===== config.mk =====
export PLATFORM = sky130hd
export DESIGN_NAME = muldiv_sequencer
export DESIGN_NICKNAME = d
export VERILOG_FILES = /design/src/rtl/muldiv_pkg.sv /design/src/rtl/muldiv_sequencer_wdog.sv /design/src/rtl/muldiv_sequencer.sv
export SDC_FILE = /design/constraint.sdc
export NUM_CORES = 1
export LEC_CHECK = 0
export ABC_AREA = 1
export BUFFER_PORTS_ARGS = -buffer_cell sky130_fd_sc_hd__buf_2
export CORE_AREA = 3 3 44 46
export CTS_CLUSTER_DIAMETER = 200
export CTS_CLUSTER_SIZE = 24
export DETAILED_ROUTE_END_ITERATION = 10
export DIE_AREA = 0 0 47 49
export PLACE_DENSITY = 0.7
export SLEW_MARGIN = 15
export SYNTH_ARGS = -nofsm -noshare
export SYNTH_HDL_FRONTEND = slang
export SYNTH_SLANG_ARGS = --single-unit

===== constraint.sdc =====
create_clock -name clk -period 1.6 [get_ports clk]
set_input_delay 0.08 -clock clk [delete_from_list [all_inputs] [get_ports clk]]
set_output_delay 0.08 -clock clk [all_outputs]
set_load 0.05 [all_outputs]

===== src/rtl/muldiv_pkg.sv =====
// -----------------------------------------------------------------------------
// muldiv_pkg
// Shared types and constants for the mult/div sequencer and its watchdog.
//   state_t         : sequencer FSM state encoding
//   OP_MULT/OP_DIV  : values of the latched operation bit (also the HI/LO
//                     mux select value for that operation)
//   DEFAULT_TIMEOUT : default watchdog limit in WAIT cycles
// Optional feature macro used by the sequencer: MULDIV_PERF_EN
// -----------------------------------------------------------------------------
package muldiv_pkg;

  typedef enum logic [2:0] {
    ST_IDLE,
    ST_START,
    ST_WAIT,
    ST_WRITE,
    ST_DONE,
    ST_EXC,
    ST_TOUT
  } state_t;

  localparam logic OP_MULT = 1'b0;
  localparam logic OP_DIV  = 1'b1;

  localparam int DEFAULT_TIMEOUT = 64;

endpackage


===== src/rtl/muldiv_sequencer_wdog.sv =====
// -----------------------------------------------------------------------------
// muldiv_wdog
// Clearable up-counter with a terminal-count flag, used as the WAIT-state
// watchdog of the mult/div sequencer.
// Ports:
//   clk   in  system clock, rising edge
//   reset in  synchronous active-low reset
//   clr   in  clear the count to zero (wins over en)
//   en    in  count one cycle
//   tc    out high while the count equals TIMEOUT-1
// Parameters: TIMEOUT (>= 2), CNT_W (derived width, do not override)
// -----------------------------------------------------------------------------
module muldiv_wdog
  import muldiv_pkg::*;
#(
  parameter int TIMEOUT = DEFAULT_TIMEOUT,
  parameter int CNT_W   = $clog2(TIMEOUT + 1)
) (
  input  logic clk,
  input  logic reset,
  input  logic clr,
  input  logic en,
  output logic tc
);

  logic [CNT_W-1:0] r_count;
  logic             w_atLimit;

  // The terminal count is the last cycle the owner may still wait; the owner
  // leaves WAIT on that cycle, so the counter never needs to wrap.
  assign w_atLimit = (r_count == CNT_W'(TIMEOUT - 1));
  assign tc        = w_atLimit;

  // Counter: clear has priority so a fresh operation always starts at zero,
  // and counting holds at the terminal value instead of wrapping around.
  always_ff @(posedge clk) begin
    if (!reset) begin
      r_count <= '0;
    end else if (clr) begin
      r_count <= '0;
    end else if (en && !w_atLimit) begin
      r_count <= r_count + CNT_W'(1);
    end
  end

endmodule


===== src/rtl/muldiv_sequencer.sv =====
// -----------------------------------------------------------------------------
// muldiv_sequencer
// Runs one multiply or divide on the shared units for the multicycle CPU:
// pulses the selected unit's init, waits for its stop (under a watchdog),
// loads HI/LO through the mux, then reports done, divide-by-zero or timeout.
// Ports:
//   clk, reset (sync, active-low)
//   req_valid/req_op/divisor_zero in, req_ready/busy out : request handshake
//   mult_init out, mult_stop in                          : multiplier control
//   div_init out, div_stop/div_zero in                   : divider control
//   hilo_sel, hi_load, lo_load out                       : HI/LO write-back
//   done, exc_div0, timeout_err out                      : one-cycle results
//   perf_last_lat[15:0], perf_ops[15:0] out              : only with macro
// Optional feature macro: MULDIV_PERF_EN (adds the two perf outputs)
// -----------------------------------------------------------------------------
module muldiv_sequencer
  import muldiv_pkg::*;
#(
  parameter int TIMEOUT = DEFAULT_TIMEOUT,
  parameter int CNT_W   = $clog2(TIMEOUT + 1)
) (
  input  logic        clk,
  input  logic        reset,
  input  logic        req_valid,
  input  logic        req_op,
  input  logic        divisor_zero,
  output logic        req_ready,
  output logic        busy,
  output logic        mult_init,
  input  logic        mult_stop,
  output logic        div_init,
  input  logic        div_stop,
  input  logic        div_zero,
  output logic        hilo_sel,
  output logic        hi_load,
  output logic        lo_load,
  output logic        done,
  output logic        exc_div0,
  output logic        timeout_err
`ifdef MULDIV_PERF_EN
  ,
  output logic [15:0] perf_last_lat,
  output logic [15:0] perf_ops
`endif
);

  state_t r_state;
  logic   r_op;
  logic   w_tc;
  logic   w_selStop;
  logic   w_divZeroHit;
  logic   w_enterWrite;

  // Only the unit we started is listened to; the divider's zero report only
  // matters while a divide is in flight.
  assign w_selStop    = (r_op == OP_DIV) ? div_stop : mult_stop;
  assign w_divZeroHit = (r_op == OP_DIV) && div_zero;
  assign w_enterWrite = (r_state == ST_WAIT) && !w_divZeroHit && w_selStop;

  // Watchdog: cleared while the init pulse is out, counts every WAIT cycle.
  muldiv_wdog #(
    .TIMEOUT(TIMEOUT),
    .CNT_W  (CNT_W)
  ) u_wdog (
    .clk  (clk),
    .reset(reset),
    .clr  (r_state == ST_START),
    .en   (r_state == ST_WAIT),
    .tc   (w_tc)
  );

  // Main sequencer FSM. The op bit is latched at accept and kept through the
  // return to IDLE so the HI/LO mux select stays stable until the next accept.
  // A zero divisor caught at accept skips the divider entirely.
  always_ff @(posedge clk) begin
    if (!reset) begin
      r_state <= ST_IDLE;
      r_op    <= OP_MULT;
    end else begin
      case (r_state)
        ST_IDLE: begin
          if (req_valid) begin
            r_op    <= req_op;
            r_state <= (req_op == OP_DIV && divisor_zero) ? ST_EXC : ST_START;
          end
        end
        ST_START: r_state <= ST_WAIT;
        ST_WAIT: begin
          if (w_divZeroHit) begin
            r_state <= ST_EXC;
          end else if (w_selStop) begin
            r_state <= ST_WRITE;
          end else if (w_tc) begin
            r_state <= ST_TOUT;
          end
        end
        ST_WRITE: r_state <= ST_DONE;
        ST_DONE:  r_state <= ST_IDLE;
        ST_EXC:   r_state <= ST_IDLE;
        ST_TOUT:  r_state <= ST_IDLE;
        default:  r_state <= ST_IDLE;
      endcase
    end
  end

  // Moore outputs: everything is a decode of the state register and the
  // latched op, so no input ever reaches an output in the same cycle.
  assign req_ready   = (r_state == ST_IDLE);
  assign busy        = (r_state != ST_IDLE);
  assign mult_init   = (r_state == ST_START) && (r_op == OP_MULT);
  assign div_init    = (r_state == ST_START) && (r_op == OP_DIV);
  assign hilo_sel    = r_op;
  assign hi_load     = (r_state == ST_WRITE);
  assign lo_load     = (r_state == ST_WRITE);
  assign done        = (r_state == ST_DONE);
  assign exc_div0    = (r_state == ST_EXC);
  assign timeout_err = (r_state == ST_TOUT);

`ifdef MULDIV_PERF_EN
  logic [15:0] r_waitCnt;
  logic [15:0] r_lastLat;
  logic [15:0] r_ops;

  // Performance counters: r_waitCnt counts WAIT cycles of the current op; the
  // total including the cycle that saw stop is captured on entry to WRITE.
  // The DONE counter saturates rather than wrapping.
  always_ff @(posedge clk) begin
    if (!reset) begin
      r_waitCnt <= '0;
      r_lastLat <= '0;
      r_ops     <= '0;
    end else begin
      if (r_state == ST_START) begin
        r_waitCnt <= '0;
      end else if (r_state == ST_WAIT && r_waitCnt != 16'hFFFF) begin
        r_waitCnt <= r_waitCnt + 16'd1;
      end
      if (w_enterWrite) begin
        r_lastLat <= (r_waitCnt == 16'hFFFF) ? r_waitCnt : r_waitCnt + 16'd1;
      end
      if (r_state == ST_DONE && r_ops != 16'hFFFF) begin
        r_ops <= r_ops + 16'd1;
      end
    end
  end

  assign perf_last_lat = r_lastLat;
  assign perf_ops      = r_ops;
`endif

endmodule


==> impl_results.md <==
* Most common library cells after synthesis: nand2_1, inv_1, dfxtp_1
* Slew Limit Fails at 0
* Hold Violations, Final at 0
* Die area at 2300 um2
* Ys flop type: dfxtp_1
* Number of remaining DRC errors at 0
* Area of the multi-input gates at 358 um2
* Max VDD drop at 1.09 mV
* Synth warn at 0
* Post-synthesis sequential area ratio at 0.349
* Final period util at 0.906
* Reg clk slew, reported paths at 0.08 ns
* Crit Path Class: reg -> out
* Drt total wl at 1390 um
* Clk_lat worst skew at 0.28 ns
* Via-per-instance ratio at 4.87
* Pre-CTS setup slack at 0.224 ns
* Nets at 128
* Final Critical Period at 1.45 ns
* Max Cap Viol at 0
* # H-tree levels at 1
* Worst-Margin Slew at 0.292 ns
* Top cell type's share of synthesized area at 0.349
* Fmax at 0.690 GHz
* Crit-path cells: inv_1, nand3_1, nor2_1, buf_2
* Cell Pwr Density at 1710 nW/um2
* Leak at 0.355 nW
* DIE HEIGHT at 49 um
* Area contributors post-synth: dfxtp_1, nand2_1, inv_1
* HP Class: in -> reg
* Root Buffer: clkbuf_4
* Worst-path fanout max at 7
* Post-CTS sizing at 0
* Yosys cell types at 18
* Post-synth EDFFs at 0
* Post-DRT Antenna Nets at 0
* Diode count at 0
* Non-Filler Instances at 134
* Share of cells above drive strength 1 at 0.229
* Area leader, netlist: dfxtp_1
* FILL cells at 161
* Ys async rst share at 0
* Most frequent cell after synthesis: nand2_1
* Sequential Area at 220 um2
* Endpoint class of the critical path: output port
* Cell area after layout at 762 um2
* Rows at 14
* Syn Area/Cell at 6.45 um2
* Initial antenna violation count at 0
* Dpl cells at 130
* Clock Skews at 0.00834 ns
* Post-Syn Instances at 98
* Area delta synth->final at 20.6%
* DR vias at 652
* Clock sink total at 11
* GR Util All Layers at 0.133
* Hold-fix buffers at CTS at 0
* Initial DRC count at 8
* Total power at 1.30 mW
* Post-Syn Area at 632 um2
* CTS buffer count at 3
* Post-CTS setup buffer count at 0
* CP max stage cell: dfxtp_1
* TritonRoute pass-1 iters at 4
* Gr ovfl total at 0
* RSZ-0062 raised after global routing: no
* Slew HR at 0.805
* Vias in the first global route at 554
* Critical Path Max Stage Delay at 0.31 ns
* Post-route setup slack at 0.151 ns
* Data arrival time of the worst path at 1.37 ns
* Post-Syn Nets at 107
* Die width at 47 um
* Core area at 1540 um2
* FF+latch count, synth at 11
* Final setup fails at 0
* Status: complete, no violations
* Port bufs at 17
* GP Congestion at 0.805
* CTS tree: built
* Cell Area, Placed at 736 um2
* CTS Buffer Depth at 2
* Initial core utilization at 0.410
* IO Pins at 18
* WP data required at 1.52 ns
* HPWL Detailed at 1060 um
* Startpoint types: register
* DR WL/cell at 10.3 um
* Largest net degree at the start of global routing at 8
* Global-route wire length before repair at 2300 um
==> stage by stage <==
stage	utilization	hold slack, ns	setup TNS (ns)
after global placement	0.477	0.362	0
after global routing	0.494	0.0930	0
after detailed placement	0.477	0.364	0
final	0.494	0.0752	0
after floorplan	-	0.218	-0.106
after CTS	0.494	0.0679	0
==> critical path: cells and delay by family, from the launching register on <==
kind          cells  cell delay, ns
simple gates      2            0.32
buf+inv           2            0.46
flops             1            0.31
==> per-layer routing <==
metal | wire, um | track usage | vias to the layer above
li1 | - | - | 349
met4 | 34 | 0.0691 | 0
met3 | 45 | 0.0332 | 5
met5 | 0 | 0 | -
met1 | 650 | 0.169 | 289
met2 | 655 | 0.199 | 9
==> flip-flops by register name (all words and copies together), names as in the netlist <==
signal          count
hilo_sel            1
r_state             3
u_wdog.r_count      7
==> cells by family (layout without fill, tap and decap cells) <==
logic type      count (synthesis)  count (layout)  share of synthesized area
buf+inv                        14              34                     0.0891
flops                          11              11                      0.349
fa+ha+maj                       1               1                     0.0198
xor+xnor                        2               2                     0.0277
compound gates                 14              14                      0.117
simple gates                   56              56                      0.398
==> final timing paths <==
path | depth (start not counted) | slack (ns) | end | start
setup / recovery | 4 | 0.15 | mult_init | r_state[2]
hold / removal | 3 | 0.08 | hilo_sel | reset
setup reg to reg | 7 | 0.20 | r_state[0] | u_wdog.r_count[0]
hold reg to reg | 2 | 0.46 | u_wdog.r_count[6] | u_wdog.r_count[6]
==> where the power goes <==
part,switching [mW],internal (mW)
logic,0.554,0.173
registers,0.0588,0.318
clock network,0.101,0.0967
total,0.714,0.588
==> final cells by class <==
cell class	count	share of cell area
tap	16	0.0263
inverter	13	0.0690
multi-input combinational	73	0.470
clock buffer	4	0.0345
sequential	11	0.289
timing repair buffer	17	0.112
==> cell usage in the layout (no fill, tap or decap), drive strengths merged <==
master,count
clkinvlp,1
o21ai,5
a21oi,9
nand2,30
nor2,10
clkbuf,4
dfxtp,11
buf,17
ha,1
xor2,1
xnor2,1
inv,12
nor3,5
or2,1
nand3,10
(Power assumes the default switching activity.)
